### config.mk
export PLATFORM = sky130hd
export DESIGN_NAME = online_result_serializer
export DESIGN_NICKNAME = d
export VERILOG_FILES = /design/src/rtl/online_test_pkg.sv /design/src/rtl/result_fifo.sv /design/src/rtl/online_result_serializer.sv
export SDC_FILE = /design/constraint.sdc
export NUM_CORES = 1
export LEC_CHECK = 0
export CORE_AREA = 8 8 106 108
export CTS_CLUSTER_SIZE = 24
export DETAILED_ROUTE_END_ITERATION = 16
export DIE_AREA = 0 0 114 116
export GPL_TIMING_DRIVEN = 1
export PLACE_DENSITY_LB_ADDON = 0.08
export REMOVE_ABC_BUFFERS = 1
export SYNTH_ARGS = -nofsm -noshare
export SYNTH_HDL_FRONTEND = slang
export SYNTH_SLANG_ARGS = --single-unit
### constraint.sdc
create_clock -name clk -period 6.4 [get_ports clk]
set_input_delay 1.92 -clock clk [delete_from_list [all_inputs] [get_ports clk]]
set_output_delay 1.92 -clock clk [all_outputs]
set_load 0.1 [all_outputs]
### src/rtl/online_test_pkg.sv
//----------------------------------------------------------------------------
// Module  : online_test_pkg
// Brief   : Shared widths and FSM state type for the online-test result path
// Revision: 1.0 - initial release
//----------------------------------------------------------------------------
`default_nettype none

package online_test_pkg;

    localparam int RES_W         = 11;
    localparam int NIB_W         = 4;
    localparam int NIBS_PER_WORD = 3;
    localparam int WORD_W        = NIB_W * NIBS_PER_WORD;

    // Serializer states; the NIBn name gives the nibble index being presented
    typedef enum logic [1:0] {
        IDLE = 2'd0,
        NIB2 = 2'd1,
        NIB1 = 2'd2,
        NIB0 = 2'd3
    } ser_state_t;

endpackage

`default_nettype wire

### src/rtl/result_fifo.sv
//----------------------------------------------------------------------------
// Module  : result_fifo
// Brief   : Synchronous FIFO with combinational head read and word count
// Revision: 1.0 - initial release
//----------------------------------------------------------------------------
`default_nettype none

module result_fifo
    import online_test_pkg::*;
#(
    parameter int DEPTH = 8,
    parameter int CNT_W = 4,
    parameter int W     = RES_W
) (
    input  logic             clk,
    input  logic             rst,
    input  logic             push,
    input  logic             pop,
    input  logic [W-1:0]     din,
    output logic [W-1:0]     dout,
    output logic             full,
    output logic             empty,
    output logic [CNT_W-1:0] count
);

    localparam int PTR_W = (DEPTH > 1) ? $clog2(DEPTH) : 1;

    logic [W-1:0]     r_mem [DEPTH];
    logic [PTR_W-1:0] r_wr_ptr;
    logic [PTR_W-1:0] r_rd_ptr;
    logic [CNT_W-1:0] r_count;

    // Storage array; contents need no reset because count gates every read
    always_ff @(posedge clk) begin
        if (push) begin
            r_mem[r_wr_ptr] <= din;
        end
    end

    // Pointers wrap naturally since DEPTH is a power of two
    always_ff @(posedge clk) begin
        if (rst) begin
            r_wr_ptr <= '0;
            r_rd_ptr <= '0;
            r_count  <= '0;
        end else begin
            if (push) begin
                r_wr_ptr <= r_wr_ptr + PTR_W'(1);
            end
            if (pop) begin
                r_rd_ptr <= r_rd_ptr + PTR_W'(1);
            end
            case ({push, pop})
                2'b10:   r_count <= r_count + CNT_W'(1);
                2'b01:   r_count <= r_count - CNT_W'(1);
                default: r_count <= r_count;
            endcase
        end
    end

    assign dout  = r_mem[r_rd_ptr];
    assign full  = (r_count == CNT_W'(DEPTH));
    assign empty = (r_count == '0);
    assign count = r_count;

endmodule

`default_nettype wire

### src/rtl/online_result_serializer.sv
//----------------------------------------------------------------------------
// Module  : online_result_serializer
// Brief   : Buffers 11-bit results and emits each as three 4-bit nibbles,
//           MSB first, over valid/ready; sticky flag on dropped words
// Revision: 1.0 - initial release
//----------------------------------------------------------------------------
`default_nettype none

module online_result_serializer
    import online_test_pkg::*;
#(
    parameter int DEPTH = 8,
    parameter int CNT_W = 4
) (
    input  logic             clk,
    input  logic             rst,
    input  logic [RES_W-1:0] din,
    input  logic             din_valid,
    output logic [NIB_W-1:0] out_nib,
    output logic             out_valid,
    input  logic             out_ready,
    output logic             out_last,
    output logic [CNT_W-1:0] fifo_cnt,
    output logic             ovf
);

    ser_state_t        r_state;
    ser_state_t        w_state_nxt;
    logic [WORD_W-1:0] r_sr;
    logic              r_ovf;

    logic              w_pop;
    logic              w_push;
    logic              w_full;
    logic              w_empty;
    logic [RES_W-1:0]  w_head;

    // A push into a full FIFO is still accepted when a pop frees a slot
    assign w_push = din_valid && (!w_full || w_pop);

    result_fifo #(
        .DEPTH (DEPTH),
        .CNT_W (CNT_W),
        .W     (RES_W)
    ) u_fifo (
        .clk   (clk),
        .rst   (rst),
        .push  (w_push),
        .pop   (w_pop),
        .din   (din),
        .dout  (w_head),
        .full  (w_full),
        .empty (w_empty),
        .count (fifo_cnt)
    );

    // Next-state and pop decode; popping from NIB0 chains words with no bubble
    always_comb begin
        w_state_nxt = r_state;
        w_pop       = 1'b0;
        unique case (r_state)
            IDLE: begin
                if (!w_empty) begin
                    w_pop       = 1'b1;
                    w_state_nxt = NIB2;
                end
            end
            NIB2: begin
                if (out_ready) begin
                    w_state_nxt = NIB1;
                end
            end
            NIB1: begin
                if (out_ready) begin
                    w_state_nxt = NIB0;
                end
            end
            NIB0: begin
                if (out_ready) begin
                    if (!w_empty) begin
                        w_pop       = 1'b1;
                        w_state_nxt = NIB2;
                    end else begin
                        w_state_nxt = IDLE;
                    end
                end
            end
            default: w_state_nxt = IDLE;
        endcase
    end

    // State register and shift register load on every pop
    always_ff @(posedge clk) begin
        if (rst) begin
            r_state <= IDLE;
            r_sr    <= '0;
        end else begin
            r_state <= w_state_nxt;
            if (w_pop) begin
                r_sr <= {{(WORD_W - RES_W){1'b0}}, w_head};
            end
        end
    end

    // Sticky overflow: a word arrived with the FIFO full and no slot freed
    always_ff @(posedge clk) begin
        if (rst) begin
            r_ovf <= 1'b0;
        end else if (din_valid && w_full && !w_pop) begin
            r_ovf <= 1'b1;
        end
    end

    // Outputs decoded from registered state and shift register only
    always_comb begin
        out_nib   = '0;
        out_valid = 1'b0;
        out_last  = 1'b0;
        unique case (r_state)
            NIB2: begin
                out_valid = 1'b1;
                out_nib   = r_sr[11:8];
            end
            NIB1: begin
                out_valid = 1'b1;
                out_nib   = r_sr[7:4];
            end
            NIB0: begin
                out_valid = 1'b1;
                out_nib   = r_sr[3:0];
                out_last  = 1'b1;
            end
            default: begin
                out_valid = 1'b0;
            end
        endcase
    end

    assign ovf = r_ovf;

endmodule

`default_nettype wire

## After elaboration in Yosys (flattened, before gate mapping)

Memories as Yosys holds them, arrays and structs flattened. A register that Yosys moved wholly into a read port is not among the register bits.
Index checks and enable logic that the tools add are counted.

- Reduce and logical (&&, ||, !) cells: 11
- Div/mod/pow operators: 0
- Bitwise gates (word level): 0
- Order comparisons: 0
- Mux-type cells: 15
- Shifts and indexed selects: 0
- Add/subtract/negate cells: 4
- Multipliers: 0
- Equality and inequality tests: 10

Operators with widths:

| operator | count |
|---|---|
| $pmux 4 s3 | 1 |
| $mux 2 | 4 |
| $ne 2x2->1 const B | 4 |
| $pmux 2 s4 | 1 |
| $pmux 4 s2 | 1 |
| $mux 1 | 7 |
| $add 3x1->3 const B | 2 |
| $eq 2x2->1 const B | 3 |
| $add 4x1->4 const B | 1 |
| $eq 2x1->1 const B | 2 |
| $eq 4x4->1 const B | 1 |
| $logic_not 4->1 | 1 |
| $reduce_and 4->1 | 1 |
| $sub 4x1->4 const B | 1 |
| $logic_and 1x1->1 | 3 |
| $reduce_or 3->1 | 1 |
| $logic_not 1->1 | 2 |
| $logic_not 2->1 | 1 |
| $pmux 1 s2 | 1 |
| $reduce_bool 2->1 | 1 |
| $logic_or 1x1->1 | 1 |

- Output and inout port bits: 11
- RAM bits: 88
- Bits in latches: 0
- Memories: 1
- Bits in read-only memories: 0
- Input port bits: 15
- Logic and storage cells: 46
- Flip-flop bits (word level): 13

Memory list:

| name | words | width | rd ports | clocked after Yosys merged registers in | write ports | RTL line | text |
|---|---|---|---|---|---|---|---|
| u_fifo.r_mem | 8 | 11 | 1 | 1 | 1 | result_fifo.sv:28 | `logic [W-1:0] r_mem [DEPTH];` |

## Logic depth before layout (Yosys ltp)

Gate-level depths: netlist of run 1.

- Word-level depth: 8
- Depth in mapped cells: 12
- Gate-level depth less buffers: 12

## Hierarchy

Synthesis of run 1 repeated with hierarchy kept, for this count alone.

- Cells, all modules: 281
- Area total of the unflattened synthesis: 4793.3 um^2

By module, submodules not included:

| module | area each (um^2) | cells an instance | seq. area each (um^2) | times used |
|---|---|---|---|---|
| result_fifo | 4006.3 | 197 | 2902.8 | 1 |
| online_result_serializer | 787.0 | 84 | 280.3 | 1 |

## Least setup slack after synthesis of run 1

Ideal clock, no wire load.

- Path type: flip-flop to output port
- Start: register r_state[1]
- End: output port out_nib[0]
- Path slack: 1619 ps
- Required time: 4480 ps
- Arrival: 2861 ps
- Cell stages (with the launch flop): 4
- Buffers on the path: 0
- Cells stage by stage: dfxtp_1 > ha_1 > a222oi_1 > nor2_1

- Cells in the longest elaborated chain, start to end: 2
- Elaborated cells on any way between the ends: 4
- Classes of those cells: 3 x eq/ne; 1 x mux

RTL lines:

| element | RTL line | text |
|---|---|---|
| start: declaration | online_result_serializer.sv:27 | `ser_state_t r_state;` |
| start signal: assignment | online_result_serializer.sv:98 | `r_state <= w_state_nxt;` |
| $eq 2x2->1 / $eq 2x1->1 (equally long branches) | online_result_serializer.sv:119 | `unique case (r_state)` |
| $pmux 4 s3 * | online_result_serializer.sv:119 |  |
| end: declaration | online_result_serializer.sv:19 | `output logic [NIB_W-1:0] out_nib,` |

Every way passes the cells marked *; elsewhere a longest branch is shown, timed or not.

## Worst setup path after layout of run 1

- Start: register r_state[0]
- End: output port out_nib[2]

Same word-level chain as after synthesis.

==> results of run 1 <==
-- power groups by stage --
stage / Combinational [W] / Clock [W] / Sequential, W
floorplan: 0.000438 / 0 / 0.00103
global placement: 0.000667 / 0 / 0.000959
detailed placement: 0.000669 / 0 / 0.000961
CTS: 0.000670 / 0.000401 / 0.000945
global route: 0.000727 / 0.000434 / 0.000956
finish: 0.000663 / 0.000388 / 0.000944
-- metrics by stage --
stage          util, %  hold slack, ns
2_1_floorplan        -          0.4724
3_3_place_gp     52.73          0.4533
3_5_place_dp     52.73          0.4709
4_1_cts          54.60          0.5036
5_1_grt          54.60          0.5447
6_report         54.60          0.4920
-- cell type report --
type,instances,area (µm²),area share [%]
inverters,5,18.77,0.3600
clock buffers,9,123.9,2.376
flip-flops and latches,112,3123,59.90
multi-input cells,138,1401,26.88
repair buffers,35,325.3,6.240
well taps,133,166.4,3.192
clock inverters,7,55.05,1.056
-- cells by family (layout without fill, tap and decap cells) --
kind of cell	count (synthesis)	in the layout	share of synthesized area, %
flops	112	112	67.10
xor+xnor	5	5	0.9410
buf+inv	17	56	3.360
compound gates	33	33	5.242
mux	38	38	14.87
fa+ha+maj	10	10	2.688
simple gates	52	52	5.807
-- layer usage --
metal	GRT usage, %	up-vias	wire (µm)
met5	0	-	0
met4	5.413	0	129
met3	3.231	11	320
met2	21.10	41	3915
met1	17.72	1165	3985
li1	-	1131	-
-- path summary, 6_finish.rpt --
check                                 endpoint  slack (ns)               startpoint
setup / recovery                    out_nib[2]        1.82  r_state[0]$_SDFFE_PP0P_
hold reg to reg               ovf$_SDFFE_PP0P_        0.49         ovf$_SDFFE_PP0P_
hold / removal                ovf$_SDFFE_PP0P_        0.49         ovf$_SDFFE_PP0P_
setup reg to reg  u_fifo.count[3]$_SDFFE_PP0P_        3.23  r_state[0]$_SDFFE_PP0P_
-- worst reg2reg max path, cell delays in order (launching register included) --
cell     delay [ns]
dfxtp_1        0.42
inv_1          0.12
ha_1           0.39
nor3_4         0.78
ha_1           0.44
or3_1          0.39
o32ai_1        0.15
mux2_2         0.36
-- state kept, by name, summed over array words and instances, names as in the netlist --
signal / count
u_fifo.r_mem: 88
r_sr: 11
u_fifo.count: 4
u_fifo.r_rd_ptr: 3
u_fifo.r_wr_ptr: 3
r_state: 2
ovf: 1
-- cell usage in the layout, fill, tap and decap left out, types with 2 or more instances in the layout --
| master | Yosys | layout |
|---|---|---|
| edfxtp_1 | 88 | 88 |
| nor2_1 | 27 | 27 |
| clkdlybuf4s50_1 | 0 | 25 |
| dfxtp_1 | 24 | 24 |
| mux4_2 | 14 | 14 |
| mux2i_1 | 14 | 14 |
| a211oi_1 | 11 | 11 |
| ha_1 | 10 | 10 |
| buf_4 | 0 | 10 |
| clkbuf_8 | 5 | 9 |
| mux4_1 | 8 | 8 |
| a21oi_1 | 6 | 6 |
| inv_1 | 5 | 5 |
| nor2b_1 | 5 | 5 |
| nor3_2 | 0 | 4 |
| o21ai_0 | 4 | 4 |
| xor2_1 | 3 | 3 |
| a222oi_1 | 3 | 3 |
| or3_1 | 3 | 3 |
| clkinvlp_4 | 0 | 3 |
| nor3_1 | 6 | 2 |
| nand3_1 | 2 | 2 |
| nand2_1 | 2 | 2 |
| nand2b_1 | 2 | 2 |
| xnor2_1 | 2 | 2 |
==> results.json, run 1 <==
{
  "stdcell_count": 439,
  "critPathLaunchType": "flop",
  "rsz0062_at_grt": "no",
  "p_clk_share_pct": 19.5,
  "nets": 326,
  "synth.yosys.seq_area_share_pct": 67.10,
  "routed_via_density": 5.349,
  "place_inst": 423,
  "slowest_stage": "clkdlybuf4s50_1",
  "dp_slack_ns": 1.652,
  "synthCells": 267,
  "die_w_um": 114,
  "power_density_nw_per_um2": 382.6,
  "synth_edf_count": 88,
  "cts-root-buf": "clkbuf_8",
  "antenna_left": 0,
  "p_leak_nw": 1.682,
  "power.switching_w": 0.0007207,
  "cts_setup_buffers": 0,
  "drive_above_1_share_pct": 16.67,
  "timing.fmax_mhz": 218.6,
  "rows": 36,
  "switching_share_pct": 36.12,
  "cts_inserted_buffers": 9,
  "maxSlewViolCount": 0,
  "p_seq_share_pct": 47.3,
  "internal-power_w": 0.001274,
  "vias": 2348,
  "critPathKind": "flop to output port",
  "wirelength_um": 8351,
  "yosys.cell_count.top_type": "edfxtp_1",
  "drt-initial-drc-count": 129,
  "core_area_um2": 9549,
  "cp_data_required_time_ns": 4.48,
  "cts_tree": "done",
  "period_minus_slack_ns": 4.575,
  "grt_pass1_vias": 2400,
  "ys_seq_elements": 112,
  "post_drt_wl_per_cell_um": 19.02,
  "postLayoutSetupSlackWorst_ns": 1.825,
  "ys.flop_type": "edfxtp_1",
  "holdPathStages": 2,
  "async_reset_ff_share_pct": 0,
  "antenna_cells": 0,
  "setup_tns_ns": 0,
  "floorplan.initialDensity_pct": 48.74,
  "drc": 0,
  "finalCritPeriodShare_pct": 71.49,
  "slew_headroom_pct": 31.98,
  "port_buffers": 25,
  "reg2regPathDepth": 7,
  "clk_latency_ns": 0.37,
  "fp.dieArea_um2": 13220,
  "post_cts_resize_count": 0,
  "place_congestion": 0.7449,
  "combPwrFrac_pct": 33.2,
  "syn-cell-area_um2": 4654,
  "areaGrowthSynthToFinish_pct": 12.02,
  "yosysWarnings": 0,
  "syn_area_per_cell_um2": 17.43,
  "clk_pin_slew_ns": 0.10,
  "hold_path_class": "flop to flop",
  "design_area_um2": 5214,
  "grt_max_degree": 27,
  "antenna_found_initial": 0,
  "cpLargestDelayFamily": "buffers and inverters",
  "ir_drop_mv": 0.2180,
  "crit_buf_inv": 2,
  "clock_path_buffers": 2,
  "firstDrtPassIters": 4,
  "fill_cells": 807,
  "grt_use_total_pct": 13.47,
  "synth_commonest_cells": "edfxtp_1, nor2_1, dfxtp_1",
  "die_h_um": 116,
  "htree_levels": 3,
  "cts.sinks": 112,
  "finalHoldViolCount": 0,
  "grt_pass1_wl_um": 13200,
  "cp_slowest_stage_delay_ns": 0.99,
  "dp.final_hpwl_um": 5344,
  "tightest_slew_ns": 1.017,
  "dpl_cell_area_um2": 5035,
  "maxCapViolCount": 0,
  "status": "finished clean",
  "synth_top_cell_area_share_pct": 56.77,
  "cp-end-kind": "output port",
  "overflow": 0,
  "setup_viol": 0,
  "cp.depth": 5,
  "cts_hold_buffers": 0,
  "cp_max_fo": 5,
  "finClkSkew_ns": 0.007432,
  "synth_area_leaders": "edfxtp_1, dfxtp_1, mux4_2",
  "ios": 26,
  "cp_cell_sequence": "inv_1 -> ha_1 -> a222oi_1 -> nor2_1 -> clkdlybuf4s50_1",
  "total_power_w": 0.001995,
  "synth_top_area_cell": "edfxtp_1",
  "arrival_ns": 2.66,
  "synth_cell_type_count": 41
}
Note: power is estimated with default switching activity, not from simulation.
==> run 2: changes to the inputs <==
==> constraint.sdc (replaced) <==
create_clock -name clk -period 4.1 [get_ports clk]
set_input_delay 1.23 -clock clk [delete_from_list [all_inputs] [get_ports clk]]
set_output_delay 1.23 -clock clk [all_outputs]
set_load 0.1 [all_outputs]
==> run 2 against run 1 <==
Compared with the run above:
- count of clock-buffer cells in the layout grew 1
- critical endpoint is now u_fifo.count[3]$_SDFFE_PP0P_
- routed wire length is 0.99% higher
- setup slack got worse by 1.2 ns
- clock power grew 72%
- combinational power is 58% higher
- sequential cell count did not move
- core utilization grew 0.22 points
- via count rose by 1.1%
==> results.json, run 2 (same netlist as run 1, synthesis figures left out) <==
{
  "status": "finished clean",
  "cp_cell_sequence": "clkdlybuf4s50_1 -> a21oi_2 -> o211ai_1 -> nand2_2 -> ha_1 -> or3_1 -> o32ai_1 -> mux2_2",
  "critPathLaunchType": "input pin",
  "total_power_w": 0.003185,
  "cp_max_fo": 7,
  "grt_pass1_vias": 2313,
  "final_common_cell": "edfxtp_1",
  "timing.fmax_mhz": 290.7,
  "cts-root-buf": "clkbuf_8",
  "vias": 2374,
  "drc": 0,
  "core_area_um2": 9549,
  "finalCritPeriodShare_pct": 83.90,
  "clock_path_buffers": 2,
  "htree_levels": 3,
  "cts_setup_buffers": 0,
  "p_leak_nw": 1.727,
  "post_drt_wl_per_cell_um": 19.12,
  "cts_tree": "done",
  "cts_hold_buffers": 0,
  "drive_above_1_share_pct": 20.13,
  "rsz0062_at_grt": "no",
  "ir_drop_mv": 0.3447,
  "antenna_cells": 0,
  "drt-initial-drc-count": 175,
  "cp_slowest_stage_delay_ns": 0.50,
  "areaGrowthSynthToFinish_pct": 12.47,
  "die_w_um": 114,
  "ios": 26,
  "die_h_um": 116,
  "floorplan.initialDensity_pct": 48.74,
  "setup_viol": 0,
  "firstDrtPassIters": 4,
  "power_density_nw_per_um2": 608.4,
  "finalHoldViolCount": 0,
  "dp.final_hpwl_um": 5248,
  "routed_via_density": 5.383,
  "place_congestion": 0.7457,
  "cts.sinks": 112,
  "maxSlewViolCount": 0,
  "grt_max_degree": 25,
  "maxCapViolCount": 0,
  "arrival_ns": 3.71,
  "overflow": 0,
  "nets": 328,
  "antenna_found_initial": 0,
  "grt_use_total_pct": 13.67,
  "grt_pass1_wl_um": 13300,
  "critPathKind": "input pin to flop",
  "clk_latency_ns": 0.37,
  "cp_data_required_time_ns": 4.37,
  "largest_reg_flops": 88,
  "period_minus_slack_ns": 3.440,
  "port_buffers": 25,
  "design_area_um2": 5235,
  "reg2regPathDepth": 8,
  "holdPathStages": 2,
  "wirelength_um": 8434,
  "final_cell_mix": "edfxtp_1, nor2_1, dfxtp_1, buf_4, clkdlybuf4s50_1",
  "clk_pin_slew_ns": 0.11,
  "post_cts_resize_count": 0,
  "finClkSkew_ns": 0.01581,
  "hold_path_class": "flop to flop",
  "antenna_left": 0,
  "tightest_slew_ns": 0.9687,
  "top_register": "u_fifo.r_mem",
  "cts_inserted_buffers": 9,
  "setup_tns_ns": 0,
  "dpl_cell_area_um2": 5027,
  "cp-end-kind": "flop",
  "rows": 36,
  "fp.dieArea_um2": 13220,
  "slowest_stage": "clkdlybuf4s50_1",
  "slew_headroom_pct": 35.22
}
==> run 2: routing by layer <==
layer / share of wire [%] / GRT usage, % / vias up
met5: 0 / 0 / -
met4: 0.95 / 4.525 / 0
met3: 3.9 / 3.283 / 7
met2: 47 / 21.81 / 40
met1: 48 / 18.04 / 1196
li1: - / - / 1131
==> run 2: worst paths after layout <==
| kind | startpoint | end | slack, ns |
|---|---|---|---|
| setup / recovery | out_ready | u_fifo.count[3]$_SDFFE_PP0P_ | 0.66 |
| hold / removal | ovf$_SDFFE_PP0P_ | ovf$_SDFFE_PP0P_ | 0.49 |
| setup reg to reg | r_state[1]$_SDFFE_PP0P_ | u_fifo.count[3]$_SDFFE_PP0P_ | 1.20 |
| hold reg to reg | ovf$_SDFFE_PP0P_ | ovf$_SDFFE_PP0P_ | 0.49 |
==> run 2: through the flow <==
stage,worst slack (ns),std cells,utilization [%],hold slack (ns)
after floorplan,0.008577,255,-,0.4724
after global routing,0.5341,441,54.82,0.5334
after global placement,0.2993,425,52.65,0.4538
after detailed placement,0.2812,425,52.65,0.4677
final,0.6601,441,54.82,0.4893
after CTS,0.6695,441,54.82,0.5020
==> run 2: area by class of cell <==
class | count | area, µm²
multi-input combinational | 138 | 1401
clock inverter | 6 | 80.08
clock buffer | 10 | 127.6
tap | 133 | 166.4
sequential | 112 | 3123
fill | 768 | 4314
timing repair buffer | 37 | 317.8
inverter | 5 | 18.77
==> run 2: critical path, delay by kind of cell <==
kind	cells	cell delay, ns
muxes	1	0.36
adders and majority gates	1	0.41
buffers and inverters	1	0.50
and+or+nand+nor	2	0.60
AOI/OAI and AO/OA	3	0.61
==> run 2: power by group <==
group	internal (W)	leakage (nW)	switching, W	total (W)
combinational	0.000408	0.631	0.000642	0.00105
sequential	0.00136	0.996	0.000113	0.00147
clock	0.000293	0.0998	0.000375	0.000667
